### config.mk
export PLATFORM = sky130hd
export DESIGN_NAME = axis_memif_cmp_flat
export DESIGN_NICKNAME = d
export VERILOG_FILES = /design/src/rtl/axis_memif_pkg.sv /design/src/rtl/axis_memif_cmp_if.sv /design/src/rtl/axis_rsp_fifo.sv /design/src/rtl/axis_memif_cmp.sv /design/src/flat_wrapper.sv
export SDC_FILE = /design/constraint.sdc
export NUM_CORES = 1
export LEC_CHECK = 0
export ABC_AREA = 0
export ABC_CLOCK_PERIOD_IN_PS = 8200
export BUFFER_PORTS_ARGS = -buffer_cell sky130_fd_sc_hd__buf_2
export CAP_MARGIN = 25
export CORE_UTILIZATION = 40
export CTS_BUF_LIST = sky130_fd_sc_hd__clkbuf_16
export DETAILED_ROUTE_END_ITERATION = 8
export GPL_TIMING_DRIVEN = 0
export PLACE_DENSITY_LB_ADDON = 0.08
export RECOVER_POWER = 50
export SETUP_SLACK_MARGIN = 0.02
export SLEW_MARGIN = 10
export SYNTH_ARGS = -nofsm -noshare
export SYNTH_HDL_FRONTEND = slang
export SYNTH_SLANG_ARGS = --single-unit
### constraint.sdc
create_clock -name core_clk -period 8.2 [get_ports core_clk]
set_input_delay 0.41 -clock core_clk [delete_from_list [all_inputs] [get_ports core_clk]]
set_output_delay 0.41 -clock core_clk [all_outputs]
set_load 0.05 [all_outputs]
### src/rtl/axis_memif_pkg.sv
// Shared opcodes, word widths and field offsets for the GTP command decoder / comparator.
package axis_memif_pkg;

  localparam int OPC_W = 8;

  localparam logic [7:0] OPC_WR  = 8'h02;
  localparam logic [7:0] OPC_RD  = 8'h03;
  localparam logic [7:0] OPC_INJ = 8'h80;
  localparam logic [7:0] OPC_CLR = 8'hC0;

  function automatic int cmd_w(input int aw, input int dw);
    return OPC_W + aw + dw;
  endfunction

  function automatic int rsp_w(input int aw, input int dw);
    return OPC_W + aw + 2 * dw;
  endfunction

  // Command word {opcode, addr, wdata}: LSB position of each field
  localparam int CMD_WDATA_LSB = 0;
  function automatic int cmd_addr_lsb(input int dw);
    return dw;
  endfunction
  function automatic int cmd_opc_lsb(input int aw, input int dw);
    return aw + dw;
  endfunction

  // Response word {7'b0, mismatch, addr, dut_data, model_data}
  localparam int RSP_MODEL_LSB = 0;
  function automatic int rsp_dut_lsb(input int dw);
    return dw;
  endfunction
  function automatic int rsp_addr_lsb(input int dw);
    return 2 * dw;
  endfunction
  function automatic int rsp_mis_bit(input int aw, input int dw);
    return 2 * dw + aw;
  endfunction

endpackage

### src/rtl/axis_memif_cmp_if.sv
// Command/response streams plus the DUT and reference-model memory ports.
interface axis_memif_cmp_if #(
    parameter int ADDR_W = 16,
    parameter int DATA_W = 8
);
    import axis_memif_pkg::*;

    localparam int CMD_W = cmd_w(ADDR_W, DATA_W);
    localparam int RSP_W = rsp_w(ADDR_W, DATA_W);

    // Both streams transfer exactly on a cycle with tvalid & tready; once tvalid is high
    // the source holds tdata/tlast stable until that transfer, and tvalid never waits on tready.
    logic [CMD_W-1:0]  gtp2core_tdata;
    logic              gtp2core_tvalid;
    logic              gtp2core_tready;
    logic              gtp2core_tlast;
    logic [RSP_W-1:0]  core2gtp_tdata;
    logic              core2gtp_tvalid;
    logic              core2gtp_tready;
    logic              core2gtp_tlast;

    logic              ena;
    logic              wea;
    logic [ADDR_W-1:0] addra;
    logic [DATA_W-1:0] dina;
    logic [DATA_W-1:0] douta;
    logic              ena_model;
    logic              wea_model;
    logic [ADDR_W-1:0] addra_model;
    logic [DATA_W-1:0] dina_model;
    logic [DATA_W-1:0] douta_model;

    modport slave (
        input  gtp2core_tdata, gtp2core_tvalid, gtp2core_tlast,
        output gtp2core_tready,
        output core2gtp_tdata, core2gtp_tvalid, core2gtp_tlast,
        input  core2gtp_tready,
        output ena, wea, addra, dina,
        input  douta,
        output ena_model, wea_model, addra_model, dina_model,
        input  douta_model
    );

    modport master (
        output gtp2core_tdata, gtp2core_tvalid, gtp2core_tlast,
        input  gtp2core_tready,
        input  core2gtp_tdata, core2gtp_tvalid, core2gtp_tlast,
        output core2gtp_tready,
        input  ena, wea, addra, dina,
        output douta,
        input  ena_model, wea_model, addra_model, dina_model,
        output douta_model
    );

endinterface

### src/rtl/axis_rsp_fifo.sv
// Synchronous response FIFO with a registered AXI-stream head; count includes the head register.
module axis_rsp_fifo #(
    parameter int WIDTH = 41,
    parameter int DEPTH = 16
) (
    input  logic                       clk,
    input  logic                       rst,
    input  logic                       push,
    input  logic [WIDTH-1:0]           push_data,
    output logic [$clog2(DEPTH):0]     count,
    output logic [WIDTH-1:0]           m_tdata,
    output logic                       m_tvalid,
    input  logic                       m_tready
);
    localparam int AW = $clog2(DEPTH);

    logic [WIDTH-1:0] mem [DEPTH];
    logic [AW-1:0]    wr_ptr;
    logic [AW-1:0]    rd_ptr;
    logic [AW:0]      mem_cnt;
    logic             pop;
    logic             load;

    assign pop      = m_tvalid && m_tready;
    // Refill the head whenever it is empty or being consumed this cycle.
    assign load     = (mem_cnt != '0) && (!m_tvalid || pop);
    assign count    = mem_cnt + (AW + 1)'(m_tvalid);

    always_ff @(posedge clk) begin
        if (push) mem[wr_ptr] <= push_data;
    end

    always_ff @(posedge clk or posedge rst) begin
        if (rst) begin
            wr_ptr   <= '0;
            rd_ptr   <= '0;
            mem_cnt  <= '0;
            m_tvalid <= 1'b0;
            m_tdata  <= '0;
        end else begin
            if (push) wr_ptr <= wr_ptr + AW'(1);
            if (load) begin
                m_tdata  <= mem[rd_ptr];
                rd_ptr   <= rd_ptr + AW'(1);
                m_tvalid <= 1'b1;
            end else if (pop) begin
                m_tvalid <= 1'b0;
            end
            case ({push, load})
                2'b10:   mem_cnt <= mem_cnt + (AW + 1)'(1);
                2'b01:   mem_cnt <= mem_cnt - (AW + 1)'(1);
                default: mem_cnt <= mem_cnt;
            endcase
        end
    end

endmodule

### src/rtl/axis_memif_cmp.sv
// Decodes GTP command words into DUT/model memory accesses, compares dual reads and
// returns tagged responses through a credit-protected FIFO.
module axis_memif_cmp
    import axis_memif_pkg::*;
#(
    parameter int ADDR_W     = 16,
    parameter int DATA_W     = 8,
    parameter int RD_LAT     = 1,
    parameter int FIFO_DEPTH = 16,
    parameter int CNT_W      = 16
) (
    input  logic             core_clk,
    input  logic             rst,
    axis_memif_cmp_if.slave  bus,
    output logic [CNT_W-1:0] mismatch_cnt,
    output logic [CNT_W-1:0] bad_cmd_cnt
);
    localparam int RSP_W    = rsp_w(ADDR_W, DATA_W);
    localparam int NSTG     = RD_LAT + 1;
    localparam int CW       = $clog2(FIFO_DEPTH) + 1;
    localparam int OPC_LSB  = cmd_opc_lsb(ADDR_W, DATA_W);
    localparam int ADDR_LSB = cmd_addr_lsb(DATA_W);

    logic [7:0]        opc;
    logic [ADDR_W-1:0] cmd_addr;
    logic [DATA_W-1:0] cmd_wdata;
    logic              accept;
    logic              is_wr, is_rd, is_inj, is_clr, is_bad;

    assign opc       = bus.gtp2core_tdata[OPC_LSB +: OPC_W];
    assign cmd_addr  = bus.gtp2core_tdata[ADDR_LSB +: ADDR_W];
    assign cmd_wdata = bus.gtp2core_tdata[CMD_WDATA_LSB +: DATA_W];
    assign accept    = bus.gtp2core_tvalid && bus.gtp2core_tready;
    assign is_wr     = (opc == OPC_WR);
    assign is_rd     = (opc == OPC_RD);
    assign is_inj    = (opc == OPC_INJ);
    assign is_clr    = (opc == OPC_CLR);
    assign is_bad    = !(is_wr || is_rd || is_inj || is_clr);

    // Memory ports pulse for exactly one cycle per accepted command, otherwise idle at 0.
    always_ff @(posedge core_clk or posedge rst) begin
        if (rst) begin
            bus.ena         <= 1'b0;
            bus.wea         <= 1'b0;
            bus.addra       <= '0;
            bus.dina        <= '0;
            bus.ena_model   <= 1'b0;
            bus.wea_model   <= 1'b0;
            bus.addra_model <= '0;
            bus.dina_model  <= '0;
        end else begin
            bus.ena         <= accept && (is_wr || is_rd);
            bus.wea         <= accept && is_wr;
            bus.addra       <= (accept && (is_wr || is_rd)) ? cmd_addr : '0;
            bus.dina        <= (accept && is_wr) ? cmd_wdata : '0;
            bus.ena_model   <= accept && (is_inj || is_rd);
            bus.wea_model   <= accept && is_inj;
            bus.addra_model <= (accept && (is_inj || is_rd)) ? cmd_addr : '0;
            bus.dina_model  <= (accept && is_inj) ? cmd_wdata : '0;
        end
    end

    logic [NSTG-1:0]   pipe_v;
    logic [NSTG-1:0]   pipe_last;
    logic [ADDR_W-1:0] pipe_addr [NSTG];

    always_ff @(posedge core_clk or posedge rst) begin
        if (rst) begin
            pipe_v    <= '0;
            pipe_last <= '0;
            for (int i = 0; i < NSTG; i++) pipe_addr[i] <= '0;
        end else begin
            pipe_v[0]    <= accept && is_rd;
            pipe_last[0] <= bus.gtp2core_tlast;
            pipe_addr[0] <= cmd_addr;
            for (int i = 1; i < NSTG; i++) begin
                pipe_v[i]    <= pipe_v[i-1];
                pipe_last[i] <= pipe_last[i-1];
                pipe_addr[i] <= pipe_addr[i-1];
            end
        end
    end

    logic             rsp_push;
    logic             mis;
    logic [RSP_W-1:0] rsp_word;

    assign rsp_push = pipe_v[RD_LAT];
    assign mis      = (bus.douta != bus.douta_model);

    always_comb begin
        rsp_word = '0;
        rsp_word[RSP_MODEL_LSB +: DATA_W]         = bus.douta_model;
        rsp_word[rsp_dut_lsb(DATA_W) +: DATA_W]   = bus.douta;
        rsp_word[rsp_addr_lsb(DATA_W) +: ADDR_W]  = pipe_addr[RD_LAT];
        rsp_word[rsp_mis_bit(ADDR_W, DATA_W)]     = mis;
    end

    // Credit: every read already in the pipe owns a FIFO slot before it is accepted.
    logic [CW-1:0] fifo_count;
    logic [CW-1:0] inflight;
    logic [CW:0]   used;

    always_comb begin
        inflight = '0;
        for (int i = 0; i < NSTG; i++) inflight = inflight + CW'(pipe_v[i]);
    end

    assign used                = {1'b0, fifo_count} + {1'b0, inflight};
    assign bus.gtp2core_tready = !rst && (used < (CW + 1)'(FIFO_DEPTH));

    always_ff @(posedge core_clk or posedge rst) begin
        if (rst) begin
            mismatch_cnt <= '0;
            bad_cmd_cnt  <= '0;
        end else if (accept && is_clr) begin
            mismatch_cnt <= '0;
            bad_cmd_cnt  <= '0;
        end else begin
            if (rsp_push && mis && (mismatch_cnt != '1)) mismatch_cnt <= mismatch_cnt + CNT_W'(1);
            if (accept && is_bad && (bad_cmd_cnt != '1)) bad_cmd_cnt <= bad_cmd_cnt + CNT_W'(1);
        end
    end

    logic [RSP_W:0] fifo_out;

    axis_rsp_fifo #(
        .WIDTH (RSP_W + 1),
        .DEPTH (FIFO_DEPTH)
    ) u_rsp_fifo (
        .clk       (core_clk),
        .rst       (rst),
        .push      (rsp_push),
        .push_data ({pipe_last[RD_LAT], rsp_word}),
        .count     (fifo_count),
        .m_tdata   (fifo_out),
        .m_tvalid  (bus.core2gtp_tvalid),
        .m_tready  (bus.core2gtp_tready)
    );

    assign bus.core2gtp_tlast = fifo_out[RSP_W];
    assign bus.core2gtp_tdata = fifo_out[RSP_W-1:0];

endmodule

### src/flat_wrapper.sv
// flat-port wrapper written by rule: the top's interface ports become plain ports
module axis_memif_cmp_flat import axis_memif_pkg::*;
#(
    parameter int ADDR_W     = 16,
    parameter int DATA_W     = 8,
    parameter int RD_LAT     = 1,
    parameter int FIFO_DEPTH = 16,
    parameter int CNT_W      = 16
)
  (core_clk, rst, mismatch_cnt, bad_cmd_cnt, bus_gtp2core_tdata, bus_gtp2core_tvalid, bus_gtp2core_tlast, bus_gtp2core_tready, bus_core2gtp_tdata, bus_core2gtp_tvalid, bus_core2gtp_tlast, bus_core2gtp_tready, bus_ena, bus_wea, bus_addra, bus_dina, bus_douta, bus_ena_model, bus_wea_model, bus_addra_model, bus_dina_model, bus_douta_model);
  axis_memif_cmp_if #(.ADDR_W(ADDR_W), .DATA_W(DATA_W)) bus_i ();
  input  logic core_clk;
  input  logic rst;
  output logic [CNT_W-1:0] mismatch_cnt;
  output logic [CNT_W-1:0] bad_cmd_cnt;
  input wire logic [$bits(bus_i.gtp2core_tdata)-1:0] bus_gtp2core_tdata;
  input wire logic [$bits(bus_i.gtp2core_tvalid)-1:0] bus_gtp2core_tvalid;
  input wire logic [$bits(bus_i.gtp2core_tlast)-1:0] bus_gtp2core_tlast;
  output wire logic [$bits(bus_i.gtp2core_tready)-1:0] bus_gtp2core_tready;
  output wire logic [$bits(bus_i.core2gtp_tdata)-1:0] bus_core2gtp_tdata;
  output wire logic [$bits(bus_i.core2gtp_tvalid)-1:0] bus_core2gtp_tvalid;
  output wire logic [$bits(bus_i.core2gtp_tlast)-1:0] bus_core2gtp_tlast;
  input wire logic [$bits(bus_i.core2gtp_tready)-1:0] bus_core2gtp_tready;
  output wire logic [$bits(bus_i.ena)-1:0] bus_ena;
  output wire logic [$bits(bus_i.wea)-1:0] bus_wea;
  output wire logic [$bits(bus_i.addra)-1:0] bus_addra;
  output wire logic [$bits(bus_i.dina)-1:0] bus_dina;
  input wire logic [$bits(bus_i.douta)-1:0] bus_douta;
  output wire logic [$bits(bus_i.ena_model)-1:0] bus_ena_model;
  output wire logic [$bits(bus_i.wea_model)-1:0] bus_wea_model;
  output wire logic [$bits(bus_i.addra_model)-1:0] bus_addra_model;
  output wire logic [$bits(bus_i.dina_model)-1:0] bus_dina_model;
  input wire logic [$bits(bus_i.douta_model)-1:0] bus_douta_model;
  assign bus_i.gtp2core_tdata = bus_gtp2core_tdata;
  assign bus_i.gtp2core_tvalid = bus_gtp2core_tvalid;
  assign bus_i.gtp2core_tlast = bus_gtp2core_tlast;
  assign bus_gtp2core_tready = bus_i.gtp2core_tready;
  assign bus_core2gtp_tdata = bus_i.core2gtp_tdata;
  assign bus_core2gtp_tvalid = bus_i.core2gtp_tvalid;
  assign bus_core2gtp_tlast = bus_i.core2gtp_tlast;
  assign bus_i.core2gtp_tready = bus_core2gtp_tready;
  assign bus_ena = bus_i.ena;
  assign bus_wea = bus_i.wea;
  assign bus_addra = bus_i.addra;
  assign bus_dina = bus_i.dina;
  assign bus_i.douta = bus_douta;
  assign bus_ena_model = bus_i.ena_model;
  assign bus_wea_model = bus_i.wea_model;
  assign bus_addra_model = bus_i.addra_model;
  assign bus_dina_model = bus_i.dina_model;
  assign bus_i.douta_model = bus_douta_model;
  axis_memif_cmp #(.ADDR_W(ADDR_W), .DATA_W(DATA_W), .RD_LAT(RD_LAT), .FIFO_DEPTH(FIFO_DEPTH), .CNT_W(CNT_W)) u_core (.core_clk(core_clk), .rst(rst), .bus(bus_i), .mismatch_cnt(mismatch_cnt), .bad_cmd_cnt(bad_cmd_cnt));
endmodule
==> impl_metrics.xml <==
<?xml version="1.0" encoding="UTF-8"?>
<metrics>
  <group name="worst_setup_path">
    <metric name="critical_path.cell_chain" unit="">or4_1, o21ai_4, inv_2, ha_1, fa_1, a21o_1, a21oi_1, xor2_1, nor2_1, xor2_1</metric>
    <metric name="cp_slowest_stage_delay" unit="ps">620</metric>
    <metric name="path_max_fanout" unit="">8</metric>
    <metric name="ff2ff_path_depth" unit="">10</metric>
    <metric name="critPathMostFrequentCell" unit="">sky130_fd_sc_hd__xor2_1</metric>
    <metric name="critPathKind" unit="">reg2reg</metric>
    <metric name="required" unit="ps">8680</metric>
    <metric name="regToRegSetupSlack" unit="ps">4830</metric>
    <metric name="regToRegEndpoint" unit="">u_core.u_rsp_fifo.mem_cnt[4]</metric>
    <metric name="cpMaxStageDelayCell" unit="">sky130_fd_sc_hd__or4_1</metric>
    <metric name="critPathCaptureType" unit="">flop</metric>
    <metric name="worstPathArrival" unit="ps">3850</metric>
    <metric name="critPathLaunch" unit="">u_core.u_rsp_fifo.mem_cnt[1]</metric>
    <metric name="start_kind" unit="">flop</metric>
    <metric name="reg2reg_from" unit="">u_core.u_rsp_fifo.mem_cnt[1]</metric>
  </group>
  <group name="die">
    <metric name="initial_core_util" unit="">0.405</metric>
    <metric name="die-width" unit="um">263</metric>
    <metric name="placementRows" unit="">95</metric>
    <metric name="num_io_pins" unit="">180</metric>
    <metric name="design.die.area" unit="sq um">69200</metric>
    <metric name="die_y" unit="um">263</metric>
    <metric name="design.core.area" unit="sq um">67300</metric>
  </group>
  <group name="synthesis">
    <metric name="synth-seq-area-share" unit="">0.754</metric>
    <metric name="synth-compound-area-share" unit="">0.0288</metric>
    <metric name="synth_enable_flop_cells" unit="">544</metric>
    <metric name="avg_inst_size_synth" unit="sq um">19.7</metric>
    <metric name="synth_top_family_by_area" unit="">multiplexers</metric>
    <metric name="async_reset_ff_frac" unit="">0.236</metric>
    <metric name="yosys.area_share.adder" unit="">0.00762</metric>
    <metric name="synth_cells" unit="">1384</metric>
    <metric name="postSynth.topFlopCell" unit="">sky130_fd_sc_hd__edfxtp_1</metric>
    <metric name="synth.distinct_cells" unit="">54</metric>
    <metric name="yosysWarnings" unit="">0</metric>
    <metric name="muxShareOfSynthArea" unit="">0.140</metric>
    <metric name="yosys.area_share.simple" unit="">0.0441</metric>
    <metric name="synth_xor_area_frac" unit="">0.00996</metric>
    <metric name="synth_seq_cells" unit="">712</metric>
    <metric name="mappedNetlistArea" unit="sq um">27300</metric>
  </group>
  <group name="clock_network">
    <metric name="tritoncts" unit="">built</metric>
    <metric name="htree_num_levels" unit="">3</metric>
    <metric name="cts_buffers" unit="">77</metric>
    <metric name="resize_count_post_cts" unit="">0</metric>
    <metric name="path_clk_slew" unit="ps">60</metric>
    <metric name="ctsRootBufferMaster" unit="">sky130_fd_sc_hd__clkbuf_16</metric>
    <metric name="cts_sinks" unit="">712</metric>
    <metric name="clock_path_buffers" unit="">3</metric>
    <metric name="clk-insertion-delay-late" unit="ps">600</metric>
  </group>
  <group name="power_and_ir_drop">
    <metric name="power.static_leakage" unit="nW">11.5</metric>
    <metric name="p_per_area" unit="nW/um^2">307</metric>
    <metric name="post-layout-total-power" unit="mW">9.97</metric>
    <metric name="vdd.ir_drop.worst" unit="mV">0.147</metric>
  </group>
  <group name="run">
    <metric name="drv_cap" unit="">0</metric>
  </group>
  <group name="grt">
    <metric name="largest_net_degree_at_the_start_of_global_routing" unit="">98</metric>
    <metric name="grt_overflow_total" unit="">0</metric>
    <metric name="grt_pass1_wl" unit="um">99200</metric>
    <metric name="grt_pass1_vias" unit="">15000</metric>
    <metric name="antenna_found_initial" unit="">1</metric>
    <metric name="global_route.usage.total" unit="">0.195</metric>
  </group>
  <group name="timing">
    <metric name="clock_skew" unit="ps">16.4</metric>
    <metric name="fin_crit" unit="ps">3370</metric>
    <metric name="drv_slew" unit="">0</metric>
    <metric name="max-slew-margin-rel" unit="">0.310</metric>
    <metric name="fmax_achieved" unit="GHz">0.297</metric>
    <metric name="report.final.hold_viol_count" unit="">0</metric>
    <metric name="final_period_utilization" unit="">0.411</metric>
    <metric name="grt_setup_unrepaired" unit="">false</metric>
    <metric name="tightest_slew" unit="ps">1040</metric>
    <metric name="timing.final.setup_violations" unit="">0</metric>
  </group>
  <group name="cells_and_area">
    <metric name="mostFrequentLayoutCells" unit="">544 x sky130_fd_sc_hd__edfxtp_1, 168 x sky130_fd_sc_hd__dfrtp_1, 136 x sky130_fd_sc_hd__mux4_2</metric>
    <metric name="finish.net_count" unit="">1775</metric>
    <metric name="flow.area_growth_from_synthesis" unit="%">19.3</metric>
    <metric name="drive_above_1_share" unit="">0.260</metric>
    <metric name="final_area" unit="sq um">32500</metric>
    <metric name="layout.filler_cells" unit="">5702</metric>
    <metric name="final_common_cell" unit="">sky130_fd_sc_hd__edfxtp_1</metric>
    <metric name="n_antenna_cell" unit="">0</metric>
  </group>
  <group name="worst_hold_path">
    <metric name="whs_endpoint" unit="">u_core.bus.dina_model[0]</metric>
    <metric name="holdCritStartpoint" unit="">bus_gtp2core_tdata[0]</metric>
    <metric name="min-delay-path-class" unit="">in2reg</metric>
    <metric name="worst_hold_path.num_cells" unit="">2</metric>
  </group>
  <group name="detailed_routing">
    <metric name="detail_route.wirelength" unit="um">65600</metric>
    <metric name="number_of_iterations_in_the_first_detailed_routing_pass" unit="">5</metric>
    <metric name="detailed_route_vias_per_instance" unit="">5.32</metric>
    <metric name="vias" unit="">14100</metric>
    <metric name="wire_per_inst" unit="um">24.8</metric>
    <metric name="drt-initial-drc-count" unit="">1032</metric>
    <metric name="final_antenna_net_count" unit="">0</metric>
    <metric name="drt_drc_violations_left" unit="">0</metric>
  </group>
  <group name="placed_design">
    <metric name="io_buffers" unit="">172</metric>
    <metric name="gp_congestion" unit="">0.788</metric>
    <metric name="dpl.hpwl" unit="um">43300</metric>
    <metric name="dpl-instance-area" unit="sq um">30000</metric>
  </group>
  <group name="run_status">
    <metric name="outcome" unit="">finished, final reports clean</metric>
  </group>
</metrics>
[flip-flops by register name (all words and copies together) (netlist names)]
signal,count
u_core.bus.addra,16
u_core.bus.dina_model,8
u_core.u_rsp_fifo.wr_ptr,4
u_core.bus.dina,8
u_core.pipe_v,2
u_core.u_rsp_fifo.rd_ptr,4
u_core.bus.addra_model,16
u_core.u_rsp_fifo.m_tvalid,1
u_core.bus.wea,1
u_core.bus.ena,1
u_core.u_rsp_fifo.mem,544
u_core.pipe_last,2
u_core.mismatch_cnt,16
u_core.u_rsp_fifo.mem_cnt,5
u_core.bus.ena_model,1
u_core.bus.wea_model,1
u_core.u_rsp_fifo.m_tdata,34
u_core.pipe_addr,32
u_core.bad_cmd_cnt,16
[synthesized netlist by cell type, types with 3 or more instances]
| master | n | area share |
|---|---|---|
| sky130_fd_sc_hd__edfxtp_1 | 544 | 0.60 |
| sky130_fd_sc_hd__dfrtp_1 | 168 | 0.15 |
| sky130_fd_sc_hd__mux4_2 | 136 | 0.11 |
| sky130_fd_sc_hd__clkbuf_1 | 46 | 0.0063 |
| sky130_fd_sc_hd__and2_1 | 45 | 0.010 |
| sky130_fd_sc_hd__nor3_1 | 42 | 0.0077 |
| sky130_fd_sc_hd__mux2i_1 | 37 | 0.014 |
| sky130_fd_sc_hd__nand2_1 | 37 | 0.0051 |
| sky130_fd_sc_hd__nor2_1 | 36 | 0.0050 |
| sky130_fd_sc_hd__mux2_2 | 35 | 0.014 |
| sky130_fd_sc_hd__a221o_1 | 34 | 0.012 |
| sky130_fd_sc_hd__xnor2_1 | 25 | 0.0080 |
| sky130_fd_sc_hd__buf_2 | 20 | 0.0037 |
| sky130_fd_sc_hd__o21ai_0 | 20 | 0.0037 |
| sky130_fd_sc_hd__ha_1 | 15 | 0.0069 |
| sky130_fd_sc_hd__nand4_1 | 13 | 0.0030 |
| sky130_fd_sc_hd__nand3_1 | 11 | 0.0020 |
| sky130_fd_sc_hd__nor3b_1 | 11 | 0.0030 |
| sky130_fd_sc_hd__a21oi_1 | 10 | 0.0018 |
| sky130_fd_sc_hd__a31oi_1 | 8 | 0.0018 |
| sky130_fd_sc_hd__buf_4 | 7 | 0.0019 |
| sky130_fd_sc_hd__inv_1 | 7 | 0.00096 |
| sky130_fd_sc_hd__o31ai_1 | 7 | 0.0019 |
| sky130_fd_sc_hd__and3_1 | 6 | 0.0014 |
| sky130_fd_sc_hd__buf_1 | 6 | 0.00083 |
| sky130_fd_sc_hd__nor4_1 | 6 | 0.0014 |
| sky130_fd_sc_hd__xor2_1 | 6 | 0.0019 |
| sky130_fd_sc_hd__o41ai_1 | 5 | 0.0016 |
| sky130_fd_sc_hd__a41oi_1 | 3 | 0.00096 |
| sky130_fd_sc_hd__buf_6 | 3 | 0.0012 |
| sky130_fd_sc_hd__nand2b_1 | 3 | 0.00069 |
| sky130_fd_sc_hd__or3_1 | 3 | 0.00069 |
[how the worst max path moves through the flow]
stage,to,slack [ps],cells after the start
3_3_place_gp,u_core.mismatch_cnt[12],-390,7
4_1_cts,u_core.u_rsp_fifo.mem_cnt[4],4840,10
3_5_place_dp,u_core.u_rsp_fifo.mem_cnt[4],4850,10
6_report,u_core.u_rsp_fifo.mem_cnt[4],4830,10
2_1_floorplan,u_core.bad_cmd_cnt[12],2360,6
5_1_grt,u_core.u_rsp_fifo.mem_cnt[4],4710,10
[where the power goes]
| group | switching [mW] | internal, mW |
|---|---|---|
| logic | 1.53 | 1.10 |
| clock network | 1.35 | 1.83 |
| registers | 0.128 | 4.02 |
[metrics by stage]
step                utilization  setup TNS, ps  hold WS (ps)  setup slack, ps  cells
floorplan                     -              0           331             2360   1390
global placement          0.434          -9870           332             -388   2435
detailed placement        0.446              0           335             4850   2476
CTS                       0.485              0          4.20             4840   2641
global route              0.483              0          25.2             4710   2641
finish                    0.483              0          40.7             4830   2641
[logic make-up after synthesis]
group,after synthesis
AO/OA/AOI/OAI,100
XOR/XNOR,31
adder cells (fa/ha/maj),16
buffers and inverters,91
flip-flops,712
multiplexers,208
other,1
AND/OR/NAND/NOR,225
[cell type report]
type                    instances  area, sq um  share of cell area
well taps                     873         1090              0.0336
clock buffers                  81         2030              0.0624
multi-input cells             587         6430               0.198
repair buffers                237         1710              0.0525
clock inverters                60          292             0.00897
inverters                       9         41.3             0.00127
plain buffers                  82          382              0.0117
flip-flops and latches        712        20500               0.632
[layer usage]
| layer | vias up | global-route usage | routed length (um) |
|---|---|---|---|
| met5 | - | 0 | 0 |
| met4 | 0 | 0.0501 | 1030 |
| met3 | 84 | 0.0367 | 3470 |
| met2 | 384 | 0.311 | 31600 |
| met1 | 7395 | 0.276 | 29400 |
| li1 | 6199 | - | - |
[timing repair]
item | CTS | global route
hold endpoints to repair | 94 | 0
buffers inserted | 0 | 0
hold buffers | 24 | 0
[worst max-delay path, delay by kind of cell, from the launching register on]
kind / cells / cell delay [ps]
AO/OA/AOI/OAI: 3 / 830
adder cells (fa/ha/maj): 2 / 760
AND/OR/NAND/NOR: 2 / 680
flip-flops: 1 / 460
XOR/XNOR: 2 / 310
buffers and inverters: 1 / 210
Note: power is estimated with default switching activity, not from simulation.
